--- config.mk ---
export PLATFORM = sky130hd
export DESIGN_NAME = sprite_palette_bank_flat
export DESIGN_NICKNAME = d
export VERILOG_FILES = /design/src/rtl/sprite_palette_bank_pkg.sv /design/src/rtl/sprite_palette_bank_if.sv /design/src/rtl/sprite_palette_bank_wr_buffer.sv /design/src/rtl/sprite_palette_bank.sv /design/src/flat_wrapper.sv
export SDC_FILE = /design/constraint.sdc
export NUM_CORES = 1
export LEC_CHECK = 0
export ABC_CLOCK_PERIOD_IN_PS = 54600
export CORE_UTILIZATION = 50
export DETAILED_ROUTE_END_ITERATION = 8
export PLACE_DENSITY = 0.74
export SYNTH_ARGS = -nofsm -noshare
export SYNTH_HDL_FRONTEND = slang
export SYNTH_HIERARCHICAL = 1
export SYNTH_SLANG_ARGS = --single-unit
--- constraint.sdc ---
create_clock -name clk -period 54.6 [get_ports clk]
set_input_delay 10.92 -clock clk [delete_from_list [all_inputs] [get_ports clk]]
set_output_delay 10.92 -clock clk [all_outputs]
set_load 0.01 [all_outputs]
--- src/rtl/sprite_palette_bank_pkg.sv ---
// Shared types and constants for the sprite palette bank: colour struct,
// power-on palette contents and the hit-flash colour.
package sprite_palette_pkg;

  // Channel width the package constants are authored in.
  localparam int RGB_CH_W = 4;

  typedef struct packed {
    logic [RGB_CH_W-1:0] r;
    logic [RGB_CH_W-1:0] g;
    logic [RGB_CH_W-1:0] b;
  } rgb_t;

  // Entry 0 is the magenta colour key.
  localparam rgb_t DEFAULT_PALETTE [16] = '{
    '{r: 4'hF, g: 4'h0, b: 4'hD},
    '{r: 4'h0, g: 4'h0, b: 4'h0},
    '{r: 4'hF, g: 4'hF, b: 4'hF},
    '{r: 4'hF, g: 4'h0, b: 4'h0},
    '{r: 4'h0, g: 4'hF, b: 4'h0},
    '{r: 4'h0, g: 4'h0, b: 4'hF},
    '{r: 4'hF, g: 4'hF, b: 4'h0},
    '{r: 4'h0, g: 4'hF, b: 4'hF},
    '{r: 4'h8, g: 4'h8, b: 4'h8},
    '{r: 4'h4, g: 4'h4, b: 4'h4},
    '{r: 4'hC, g: 4'hC, b: 4'hC},
    '{r: 4'h8, g: 4'h0, b: 4'h0},
    '{r: 4'h0, g: 4'h8, b: 4'h0},
    '{r: 4'h0, g: 4'h0, b: 4'h8},
    '{r: 4'hF, g: 4'h8, b: 4'h0},
    '{r: 4'h8, g: 4'h0, b: 4'hF}
  };

  localparam rgb_t FLASH_RGB = '{r: 4'hF, g: 4'hF, b: 4'hF};

  // Default colour for an entry; larger banks repeat the 16-entry table.
  function automatic rgb_t default_entry(logic [3:0] i);
    return DEFAULT_PALETTE[i];
  endfunction

endpackage

--- src/rtl/sprite_palette_bank_if.sv ---
// Pixel lookup, bank select, write port and flash trigger of the palette bank.
interface sprite_palette_bank_if #(
  parameter int IDX_W   = 4,
  parameter int NUM_PAL = 4,
  parameter int CH_W    = 4
);
  localparam int PAL_W = $clog2(NUM_PAL);

  logic [IDX_W-1:0]  index;
  logic [PAL_W-1:0]  pal_sel;
  logic              frame_start;
  logic              wr_en;
  logic [PAL_W-1:0]  wr_pal;
  logic [IDX_W-1:0]  wr_idx;
  logic [3*CH_W-1:0] wr_rgb;
  logic              wr_ready;
  logic              flash_trig;
  logic [CH_W-1:0]   red;
  logic [CH_W-1:0]   green;
  logic [CH_W-1:0]   blue;
  logic              transparent;
  logic [PAL_W-1:0]  active_pal;

  modport master (
    output index, pal_sel, frame_start, wr_en, wr_pal, wr_idx, wr_rgb, flash_trig,
    input  wr_ready, red, green, blue, transparent, active_pal
  );

  modport slave (
    input  index, pal_sel, frame_start, wr_en, wr_pal, wr_idx, wr_rgb, flash_trig,
    output wr_ready, red, green, blue, transparent, active_pal
  );

endinterface

--- src/rtl/sprite_palette_bank_wr_buffer.sv ---
// One-entry write buffer: accepts a write when empty, presents it for commit
// the following cycle, then frees itself.
module palette_wr_buffer #(
  parameter int IDX_W = 4,
  parameter int PAL_W = 2,
  parameter int RGB_W = 12
) (
  input  logic             clk,
  input  logic             rst,
  input  logic             wr_en,
  input  logic [PAL_W-1:0] wr_pal,
  input  logic [IDX_W-1:0] wr_idx,
  input  logic [RGB_W-1:0] wr_rgb,
  output logic             wr_ready,
  output logic             commit_en,
  output logic [PAL_W-1:0] commit_pal,
  output logic [IDX_W-1:0] commit_idx,
  output logic [RGB_W-1:0] commit_rgb
);

  logic             full_q, full_d;
  logic [PAL_W-1:0] pal_q, pal_d;
  logic [IDX_W-1:0] idx_q, idx_d;
  logic [RGB_W-1:0] rgb_q, rgb_d;

  // Full buffer always drains next cycle; a request is only taken when empty.
  always_comb begin
    full_d = full_q;
    pal_d  = pal_q;
    idx_d  = idx_q;
    rgb_d  = rgb_q;
    if (full_q) begin
      full_d = 1'b0;
    end else if (wr_en) begin
      full_d = 1'b1;
      pal_d  = wr_pal;
      idx_d  = wr_idx;
      rgb_d  = wr_rgb;
    end
  end

  // Buffer state; reset discards any pending write.
  always_ff @(posedge clk or posedge rst) begin
    if (rst) begin
      full_q <= 1'b0;
      pal_q  <= '0;
      idx_q  <= '0;
      rgb_q  <= '0;
    end else begin
      full_q <= full_d;
      pal_q  <= pal_d;
      idx_q  <= idx_d;
      rgb_q  <= rgb_d;
    end
  end

  assign wr_ready   = ~full_q;
  assign commit_en  = full_q;
  assign commit_pal = pal_q;
  assign commit_idx = idx_q;
  assign commit_rgb = rgb_q;

endmodule

--- src/rtl/sprite_palette_bank.sv ---
// Multi-bank sprite palette: 2-cycle registered lookup, bank switch on
// frame_start only, buffered runtime writes.
// Optional hit-flash enabled by defining SPRITE_PAL_FLASH_EN.
module sprite_palette_bank #(
  parameter int IDX_W        = 4,
  parameter int NUM_PAL      = 4,
  parameter int CH_W         = 4,
  parameter int TRANSP_IDX   = 0,
  parameter int FLASH_FRAMES = 8
) (
  input logic                 clk,
  input logic                 rst,
  sprite_palette_bank_if.slave bus
);
  import sprite_palette_pkg::*;

  localparam int PAL_W   = $clog2(NUM_PAL);
  localparam int ENTRIES = 1 << IDX_W;
  localparam int RGB_W   = 3 * CH_W;

  typedef logic [RGB_W-1:0] word_t;

  function automatic word_t to_word(rgb_t c);
    return {CH_W'(c.r), CH_W'(c.g), CH_W'(c.b)};
  endfunction

  logic             commit_en;
  logic [PAL_W-1:0] commit_pal;
  logic [IDX_W-1:0] commit_idx;
  word_t            commit_rgb;
  logic             flash_on;

  word_t            mem_q [NUM_PAL][ENTRIES];
  word_t            mem_d [NUM_PAL][ENTRIES];
  logic [IDX_W-1:0] s1_idx_q, s1_idx_d;
  logic [PAL_W-1:0] s1_bank_q, s1_bank_d;
  logic [PAL_W-1:0] active_pal_q, active_pal_d;
  word_t            rgb_q, rgb_d;
  logic             transp_q, transp_d;

  palette_wr_buffer #(
    .IDX_W (IDX_W),
    .PAL_W (PAL_W),
    .RGB_W (RGB_W)
  ) u_wr_buffer (
    .clk        (clk),
    .rst        (rst),
    .wr_en      (bus.wr_en),
    .wr_pal     (bus.wr_pal),
    .wr_idx     (bus.wr_idx),
    .wr_rgb     (bus.wr_rgb),
    .wr_ready   (bus.wr_ready),
    .commit_en  (commit_en),
    .commit_pal (commit_pal),
    .commit_idx (commit_idx),
    .commit_rgb (commit_rgb)
  );

  // Commit the buffered write; reads this cycle still see the old entry.
  always_comb begin
    mem_d = mem_q;
    if (commit_en) mem_d[commit_pal][commit_idx] = commit_rgb;
  end

  // Palette storage, reloaded with the default table on reset.
  always_ff @(posedge clk or posedge rst) begin
    if (rst) begin
      for (int unsigned b = 0; b < NUM_PAL; b++)
        for (int unsigned e = 0; e < ENTRIES; e++)
          mem_q[b][e] <= to_word(default_entry(e[3:0]));
    end else begin
      mem_q <= mem_d;
    end
  end

  // Stage 1 captures index with the bank in force before any switch this
  // cycle; stage 2 reads storage and applies the flash override.
  always_comb begin
    s1_idx_d     = bus.index;
    s1_bank_d    = active_pal_q;
    active_pal_d = bus.frame_start ? bus.pal_sel : active_pal_q;
    transp_d     = (s1_idx_q == IDX_W'(TRANSP_IDX));
    rgb_d        = mem_q[s1_bank_q][s1_idx_q];
    if (flash_on && !transp_d) rgb_d = '1;
  end

  // Lookup pipeline and active bank registers.
  always_ff @(posedge clk or posedge rst) begin
    if (rst) begin
      s1_idx_q     <= '0;
      s1_bank_q    <= '0;
      active_pal_q <= '0;
      rgb_q        <= '0;
      transp_q     <= 1'b0;
    end else begin
      s1_idx_q     <= s1_idx_d;
      s1_bank_q    <= s1_bank_d;
      active_pal_q <= active_pal_d;
      rgb_q        <= rgb_d;
      transp_q     <= transp_d;
    end
  end

`ifdef SPRITE_PAL_FLASH_EN
  localparam int FC_W = $clog2(FLASH_FRAMES + 1);

  logic [FC_W-1:0] flash_cnt_q, flash_cnt_d;

  // Frame countdown of the hit flash; a new trigger restarts it.
  always_comb begin
    flash_cnt_d = flash_cnt_q;
    if (bus.flash_trig)
      flash_cnt_d = FC_W'(FLASH_FRAMES);
    else if (bus.frame_start && flash_cnt_q != '0)
      flash_cnt_d = flash_cnt_q - FC_W'(1);
  end

  // Flash counter register.
  always_ff @(posedge clk or posedge rst) begin
    if (rst) flash_cnt_q <= '0;
    else     flash_cnt_q <= flash_cnt_d;
  end

  assign flash_on = (flash_cnt_q != '0);
`else
  logic unused_flash;
  assign unused_flash = ^{bus.flash_trig, FLASH_FRAMES[0]};
  assign flash_on     = 1'b0;
`endif

  assign bus.red         = rgb_q[RGB_W-1 -: CH_W];
  assign bus.green       = rgb_q[2*CH_W-1 -: CH_W];
  assign bus.blue        = rgb_q[CH_W-1:0];
  assign bus.transparent = transp_q;
  assign bus.active_pal  = active_pal_q;

endmodule
--- src/flat_wrapper.sv ---
// flat-port wrapper written by rule: the top's interface ports become plain ports
module sprite_palette_bank_flat import sprite_palette_pkg::*;
#(
  parameter int IDX_W        = 4,
  parameter int NUM_PAL      = 4,
  parameter int CH_W         = 4,
  parameter int TRANSP_IDX   = 0,
  parameter int FLASH_FRAMES = 8
)
  (clk, rst, bus_index, bus_pal_sel, bus_frame_start, bus_wr_en, bus_wr_pal, bus_wr_idx, bus_wr_rgb, bus_flash_trig, bus_wr_ready, bus_red, bus_green, bus_blue, bus_transparent, bus_active_pal);
  sprite_palette_bank_if #(.IDX_W(IDX_W), .NUM_PAL(NUM_PAL), .CH_W(CH_W)) bus_i ();
  input logic clk;
  input logic rst;
  input wire logic [$bits(bus_i.index)-1:0] bus_index;
  input wire logic [$bits(bus_i.pal_sel)-1:0] bus_pal_sel;
  input wire logic [$bits(bus_i.frame_start)-1:0] bus_frame_start;
  input wire logic [$bits(bus_i.wr_en)-1:0] bus_wr_en;
  input wire logic [$bits(bus_i.wr_pal)-1:0] bus_wr_pal;
  input wire logic [$bits(bus_i.wr_idx)-1:0] bus_wr_idx;
  input wire logic [$bits(bus_i.wr_rgb)-1:0] bus_wr_rgb;
  input wire logic [$bits(bus_i.flash_trig)-1:0] bus_flash_trig;
  output wire logic [$bits(bus_i.wr_ready)-1:0] bus_wr_ready;
  output wire logic [$bits(bus_i.red)-1:0] bus_red;
  output wire logic [$bits(bus_i.green)-1:0] bus_green;
  output wire logic [$bits(bus_i.blue)-1:0] bus_blue;
  output wire logic [$bits(bus_i.transparent)-1:0] bus_transparent;
  output wire logic [$bits(bus_i.active_pal)-1:0] bus_active_pal;
  assign bus_i.index = bus_index;
  assign bus_i.pal_sel = bus_pal_sel;
  assign bus_i.frame_start = bus_frame_start;
  assign bus_i.wr_en = bus_wr_en;
  assign bus_i.wr_pal = bus_wr_pal;
  assign bus_i.wr_idx = bus_wr_idx;
  assign bus_i.wr_rgb = bus_wr_rgb;
  assign bus_i.flash_trig = bus_flash_trig;
  assign bus_wr_ready = bus_i.wr_ready;
  assign bus_red = bus_i.red;
  assign bus_green = bus_i.green;
  assign bus_blue = bus_i.blue;
  assign bus_transparent = bus_i.transparent;
  assign bus_active_pal = bus_i.active_pal;
  sprite_palette_bank #(.IDX_W(IDX_W), .NUM_PAL(NUM_PAL), .CH_W(CH_W), .TRANSP_IDX(TRANSP_IDX), .FLASH_FRAMES(FLASH_FRAMES)) u_core (.clk(clk), .rst(rst), .bus(bus_i));
endmodule
==> results.rst <==
.. list-table::
   :header-rows: 1

   * - Metric
     - Value
   * - Count of hold buffers inserted by post-cts repair
     - 0
   * - Kind of critical path
     - in -> async
   * - Seq cells post-synth
     - 808
   * - Antenna violations before repair
     - 4
   * - Post-layout utilization of the core
     - 55.6%
   * - Clock latency of the later-clocked register in the worst-skew pair
     - 0.64 ns
   * - Part of the Yosys area used for sequential elements
     - 55.7%
   * - Final total negative setup slack
     - 0 ns
   * - Cell count along the critical path
     - 4
   * - Endpoint class of the critical path
     - asynchronous set/reset pin
   * - H-tree Lvls
     - 3
   * - Worst IR drop on VDD
     - 0.0222 mV
   * - FF-to-FF End
     - u_core/rgb_q[1]$_DFF_PP0_
   * - Type of origin of the critical path
     - input port
   * - FF-to-FF path depth
     - 7
   * - Clock buffer depth
     - 3
   * - Total CTS buffers
     - 83
   * - Largest net degree at the start of global routing
     - 195
   * - Via count of the first global-routing pass
     - 22522
   * - Cell at the slowest stage of the critical path
     - buf_4
   * - Clock power share
     - 32.3%
   * - Number of warnings issued by yosys
     - 6
   * - Number of flops mapped to enable cells by yosys
     - 0
   * - Post-synthesis instance area
     - 37000 sq um
   * - Fraction of layout cells with a size suffix above 1
     - 61.0%
   * - Number of detailed-route iterations in the first pass
     - 5
   * - Path category of the worst min-delay check
     - reg -> reg
   * - DRC violation count after routing
     - 0
   * - Internal
     - 1300 uW
   * - Data arrival time of the worst path
     - 13.83 ns
   * - Last element of the critical path
     - u_core/mem_q[220]$_DFFE_PP0P_
   * - Min-Delay Path Depth
     - 0
   * - Critical hold path startpoint
     - u_core/bus.active_pal[0]$_DFFE_PP0P_
   * - Total global routing overflow
     - 0
   * - Number of pins exceeding their max-slew limit in the final report
     - 0
   * - Synthesized netlist net count
     - 2407
   * - # rows
     - 99
   * - Final RePlAce weighted congestion
     - 0.838
   * - Launch point of the worst reg-to-reg path
     - u_core/s1_bank_q[1]$_DFF_PP0_
   * - Y dimension of the die
     - 274 microns
   * - Most common cell after layout, fill and taps aside
     - mux2_2
   * - Total wirelength of the detailed-routed design
     - 90200 microns
   * - DRC violation total after the first TritonRoute iteration
     - 1586
   * - Die footprint
     - 75000 sq um
   * - Io pins
     - 45
   * - Core Footprint
     - 73100 sq um
   * - RSZ-0062 raised after global routing
     - no
   * - Master cell of the clock root buffer
     - clkbuf_16
   * - Average footprint of a synthesized cell
     - 15.5 sq um
   * - Source of the critical timing path
     - rst
   * - Max-capacitance violation count
     - 0
   * - Count of different cell masters after synthesis
     - 53
   * - Number of nets still failing antenna checks after routing
     - 0
   * - Net switching power of the design
     - 458 uW
   * - Initial core utilization
     - 50.6%
   * - Maximum cell stage delay along the critical path
     - 0.89 ns
   * - Net count of the finished layout
     - 2358
   * - Combinational Power Share
     - 18.6%
   * - Highest fanout seen on the critical path
     - 194
   * - Proportion of register bits with asynchronous set or reset after synthesis
     - 100%
   * - Post-CTS Setup Repair Bufs
     - 0
   * - Clock tree from TritonCTS
     - built
   * - Crit path cell chain
     - clkdlybuf4s50_1, inv_8, buf_4, buf_12
   * - Total number of vias
     - 20660
   * - Dominant delay contributor by cell family on the critical path
     - buffers and inverters
   * - Commonest cells after routing, fill and taps aside
     - mux2_2 (799), dfrtp_1 (504), dfstp_2 (288)
   * - Fin Clk Skew
     - 0.0311 ns
   * - Synth-to-Final Area Change
     - 9.90%
   * - Count of buffers inserted at the top-level ports
     - 43
   * - Number of cells after detailed placement
     - 3203
   * - Transition time at the pin with the least slew margin
     - 1.30 ns
   * - Buffer and inverter count on the worst path
     - 4
   * - X dimension of the die
     - 274 microns
   * - Register-to-Register Setup Slack
     - 50.19 ns
   * - Switching share of total power
     - 26.1%
   * - Min cycle time layout
     - 13.25 ns
   * - Clock-pin slew reported for the worst setup and hold paths after clock tree synthesis
     - 0.06 ns
   * - Power share of the sequential group
     - 49.1%
   * - Total global-route track usage
     - 24.8%
   * - Resize count post-CTS
     - 0
   * - Post-route clock period utilization
     - 24.3%
   * - Wire length of the first global-routing pass
     - 139000 microns
   * - Hold Violations, Final
     - 0
   * - Sum of net half-perimeters after detailed placement
     - 55700 microns
   * - Wire per inst
     - 26.9 microns
   * - PnR worst setup slack
     - 41.36 ns
   * - Sink Count
     - 808
   * - Vias per cell
     - 6.15
   * - Count of endpoints failing setup in the final report
     - 0
   * - Worst setup slack after placement
     - 40.69 ns
   * - Post-route insts no fill
     - 3357
   * - Power per standard cell area
     - 43.3 nW/um^2
   * - Highest attainable clock frequency
     - 75.5 MHz
   * - Flip-flop cell with the highest count after synthesis
     - dfrtp_1
   * - Synthesized netlist cell count
     - 2378
   * - Required time of the critical path
     - 55.18 ns
   * - Run status
     - complete, no violations
   * - Leakage power summed over all cells
     - 0.0181 uW
   * - Worst slew margin
     - 13.3%
## Yosys cell counts, types with 3 or more instances
master / count / area share (%)
buf_8: 3 / 0.12
mux4_1: 9 / 0.64
nor2b_1: 7 / 0.12
buf_12: 6 / 0.33
or3b_2: 3 / 0.071
a22o_1: 7 / 0.17
a221oi_1: 6 / 0.14
buf_4: 10 / 0.20
o21ai_1: 4 / 0.054
o21ai_0: 17 / 0.23
a211o_1: 6 / 0.14
or2_2: 6 / 0.10
mux2_4: 9 / 0.37
nand2b_1: 10 / 0.17
buf_1: 13 / 0.13
nand4_1: 3 / 0.051
nand3_1: 6 / 0.081
clkbuf_1: 117 / 1.2
nand2_1: 72 / 0.73
mux2i_1: 58 / 1.6
dfrtp_1: 520 / 35
o22ai_1: 43 / 0.73
dfstp_2: 288 / 20
a21oi_1: 11 / 0.15
mux4_2: 152 / 9.3
mux2_2: 799 / 24
a22oi_1: 14 / 0.28
nor2_1: 35 / 0.36
mux2_1: 4 / 0.12
buf_6: 9 / 0.27
a211oi_1: 13 / 0.26
inv_1: 3 / 0.030
nor3_1: 12 / 0.16
o221ai_1: 9 / 0.21
buf_2: 67 / 0.91
## worst min path at each step
stage                                     to  slack, ns
2_1_floorplan  u_core/s1_bank_q[0]$_DFF_PP0_       0.43
3_3_place_gp   u_core/s1_bank_q[0]$_DFF_PP0_       0.39
3_5_place_dp   u_core/s1_bank_q[0]$_DFF_PP0_       0.39
4_1_cts        u_core/s1_bank_q[0]$_DFF_PP0_       0.41
5_1_grt        u_core/s1_bank_q[0]$_DFF_PP0_       0.42
6_report       u_core/s1_bank_q[0]$_DFF_PP0_       0.40
## cell type report
cell class | count | area [sq um]
clock buffers | 130 | 2540
inverters | 4 | 22.5
repair buffers | 91 | 816
diodes | 1 | 2.50
well taps | 959 | 1200
clock inverters | 23 | 219
multi-input cells | 1341 | 15200
fillers | 5632 | 32500
flip-flops and latches | 808 | 20600
## logic make-up after synthesis
logic type | count (synthesis) | synth area share (%)
AOI/OAI and AO/OA | 142 | 2.70
buffers and inverters | 229 | 3.19
DFF | 808 | 55.7
muxes | 1031 | 36.3
and+or+nand+nor | 168 | 2.10
## metal layers
layer / wire length, microns / part of all wire, % / track usage [%] / up-vias
met5: 25 / 0.028 / 0 / -
met4: 3520 / 3.9 / 10.1 / 4
li1: - / - / - / 8702
met3: 5730 / 6.4 / 5.35 / 170
met2: 42900 / 48 / 39.4 / 596
met1: 38000 / 42 / 33.3 / 11188
## metrics by stage
stage | hold slack (ns) | cell area [sq um] | power, uW
3_5_place_dp | 0.392 | 37900 | 1200
2_1_floorplan | 0.431 | 37000 | 1100
5_1_grt | 0.425 | 40600 | 1830
4_1_cts | 0.405 | 40600 | 1770
6_report | 0.405 | 40600 | 1760
3_3_place_gp | 0.393 | 37900 | 1160
## power groups by stage
| stage | clock network (uW) | registers [uW] | logic [uW] |
|---|---|---|---|
| 2_1_floorplan | 0 | 835 | 262 |
| 3_3_place_gp | 0 | 854 | 311 |
| 3_5_place_dp | 0 | 871 | 326 |
| 4_1_cts | 579 | 862 | 328 |
| 5_1_grt | 605 | 880 | 350 |
| 6_report | 567 | 862 | 327 |
## sequential cells by signal, summed over array words and instances, names as in the netlist
signal,flops
u_core/rgb_q,12
u_core/bus.transparent,1
u_core/s1_bank_q,2
u_core/u_wr_buffer/commit_en,1
u_core/bus.active_pal,2
u_core/u_wr_buffer/commit_rgb,12
u_core/u_wr_buffer/commit_pal,2
u_core/u_wr_buffer/commit_idx,4
u_core/s1_idx_q,4
u_core/mem_q,768
Note: power is estimated with default switching activity, not from simulation.
==> RTL edit, RTL diff (same settings) <==
Add a define of `SPRITE_PAL_FLASH_EN`.
--- a/src/rtl/sprite_palette_bank.sv
+++ b/src/rtl/sprite_palette_bank.sv
@@ -1,6 +1,8 @@
 // Multi-bank sprite palette: 2-cycle registered lookup, bank switch on
 // frame_start only, buffered runtime writes.
 // Optional hit-flash enabled by defining SPRITE_PAL_FLASH_EN.
+`define SPRITE_PAL_FLASH_EN
+
 module sprite_palette_bank #(
   parameter int IDX_W        = 4,
   parameter int NUM_PAL      = 4,
Check against the original RTL: not equivalent (a bounded check fails within 4 cycles, from zero or initial values and one cycle with rst high).
==> RTL edit against the unedited design <==
Maximum frequency down 2.2%; non-clock buffer count rose by 6; the flow now finishes with violations (DRC); final area is 0.86% higher; wire length shrank 2.7%; synthesized area up 0.56%; sequential cell count up 4; total power rose by 0.29%; die area increased by 0.56%; critical endpoint is now u_core/mem_q[273]; core utilization is 0.38 points higher; critical path type unchanged; global-route usage is 0.63 points lower; combinational power down 2%; highest routed layer is now met4; worst setup slack lost 0.30 ns.
==> RTL edit: results (changes against the unedited design) <==
* Clk_skew at 0.01932 ns (was 0.03110 ns)
* Top cell type's share of synthesized area at 35.29% (was 35.21%)
* GP Congestion at 0.8064 (was 0.8378)
* Post-Syn Area per Cell at 15.63 sq um (was 15.54 sq um)
* Vias per cell at 6.100 (was 6.154)
* Number of setup buffers added after CTS at 0 (unchanged)
* Max incr delay on CP at 0.94 ns (was 0.89 ns)
* Num CTS Buffers at 85 (was 83)
* Core Area at 73,210 sq um (was 73,080 sq um)
* Nets at 2,370 (was 2,358)
* Failing checks: DRC
* Dpl hpwl at 53,930 um (was 55,730 um)
* Post-synthesis compound-gate area fraction at 1.529% (was 2.702%)
* Peak supply drop at 0.02550 mV (was 0.02224 mV)
* Post-synthesis mux area share at 37.34% (was 36.31%)
* Vias in the first global route at 22,187 (was 22,522)
* XOR/XNOR Fraction of Synth Area at 0.04714% (was 0%)
* Outcome: complete, but fails checks (was finished, final reports clean)
* WL final at 87,720 um (was 90,200 um)
* Leakage power at 18.16 nW (was 18.07 nW)
* Instance area at placement at 38,160 sq um (was 37,850 sq um)
* First DRT Iteration DRCs at 1,490 (was 1,586)
* Largest net degree at the start of global routing at 188 (was 195)
* Antenna violations before repair at 3 (was 4)
* Seq/Total Area, Yosys at 55.65% (was 55.69%)
* I/O Buffers at 44 (was 43)
* Inst Count DP at 3,211 (was 3,203)
* Fraction of the mapped netlist area in adder cells at 0.06734% (was 0%)
* Synth top cells by count: mux2_2, dfrtp_1, dfstp_2, mux4_2, clkbuf_1 (unchanged)
* Layout cells sized above 1 at 61.36% (was 61.03%)
* Synth top area cells: dfrtp_1, mux2_2, dfstp_2 (unchanged)
* Post-synth cell types at 46 (was 53)
* Residual DRC at 3 (was 0)
* Pre-CTS setup slack at 40.30 ns (was 40.69 ns)
RTL edit: cell type report:
type                            count  area, sq um
Multi-Input combinational cell   1336        15360
Clock buffer                      132         2505
Fill cell                        5593        32250
Sequential cell                   812        20710
Tap cell                          959         1200
Inverter                            7        33.78
Timing Repair Buffer               97        863.3
Clock inverter                     28        290.3
RTL edit: kinds of logic (layout without fill, tap and decap cells):
family,count (synthesis),in the layout
buf+inv,229,264
mux,1039,1039
compound gates,91,91
xor+xnor,2,2
simple gates,202,202
flops,812,812
fa+ha+maj,2,2
RTL edit: worst reg2reg max path, stage by stage, from the launching register on:
cell and delay (ns):
dfrtp_4 0.98, buf_4 0.67, buf_4 0.85, mux4_2 0.45, mux4_2 0.48, a211oi_1 0.71
a21oi_1 0.16
RTL edit: final timing paths:
path | from | to | slack [ns] | cells after the start
max in group clk | u_core/u_wr_buffer/commit_en | bus_wr_ready | 41.95 | 2
hold reg to reg | u_core/bus.active_pal[1] | u_core/s1_bank_q[1] | 0.41 | 0
hold / removal | u_core/bus.active_pal[1] | u_core/s1_bank_q[1] | 0.41 | 0
setup / recovery | rst | u_core/mem_q[273] | 41.05 | 4
setup reg to reg | u_core/s1_bank_q[0] | u_core/rgb_q[9] | 50.14 | 6
min in group asynchronous | rst | u_core/u_wr_buffer/commit_rgb[10] | 10.92 | 2
RTL edit: power by group:
part / internal, W / total, W / switching, W
Combinational: 0.000190 / 0.000322 / 0.000132
Sequential: 0.000783 / 0.000868 / 0.0000850
Clock: 0.000332 / 0.000572 / 0.000240
RTL edit: per-layer routing:
layer  track usage (%)  part of all wire, %  vias up
li1                  -                    -     8659
met1             33.33                   43    11243
met2             39.05                   49      515
met3             3.753                  4.5      147
met4             8.801                  3.4        0
met5                 0                    0        -
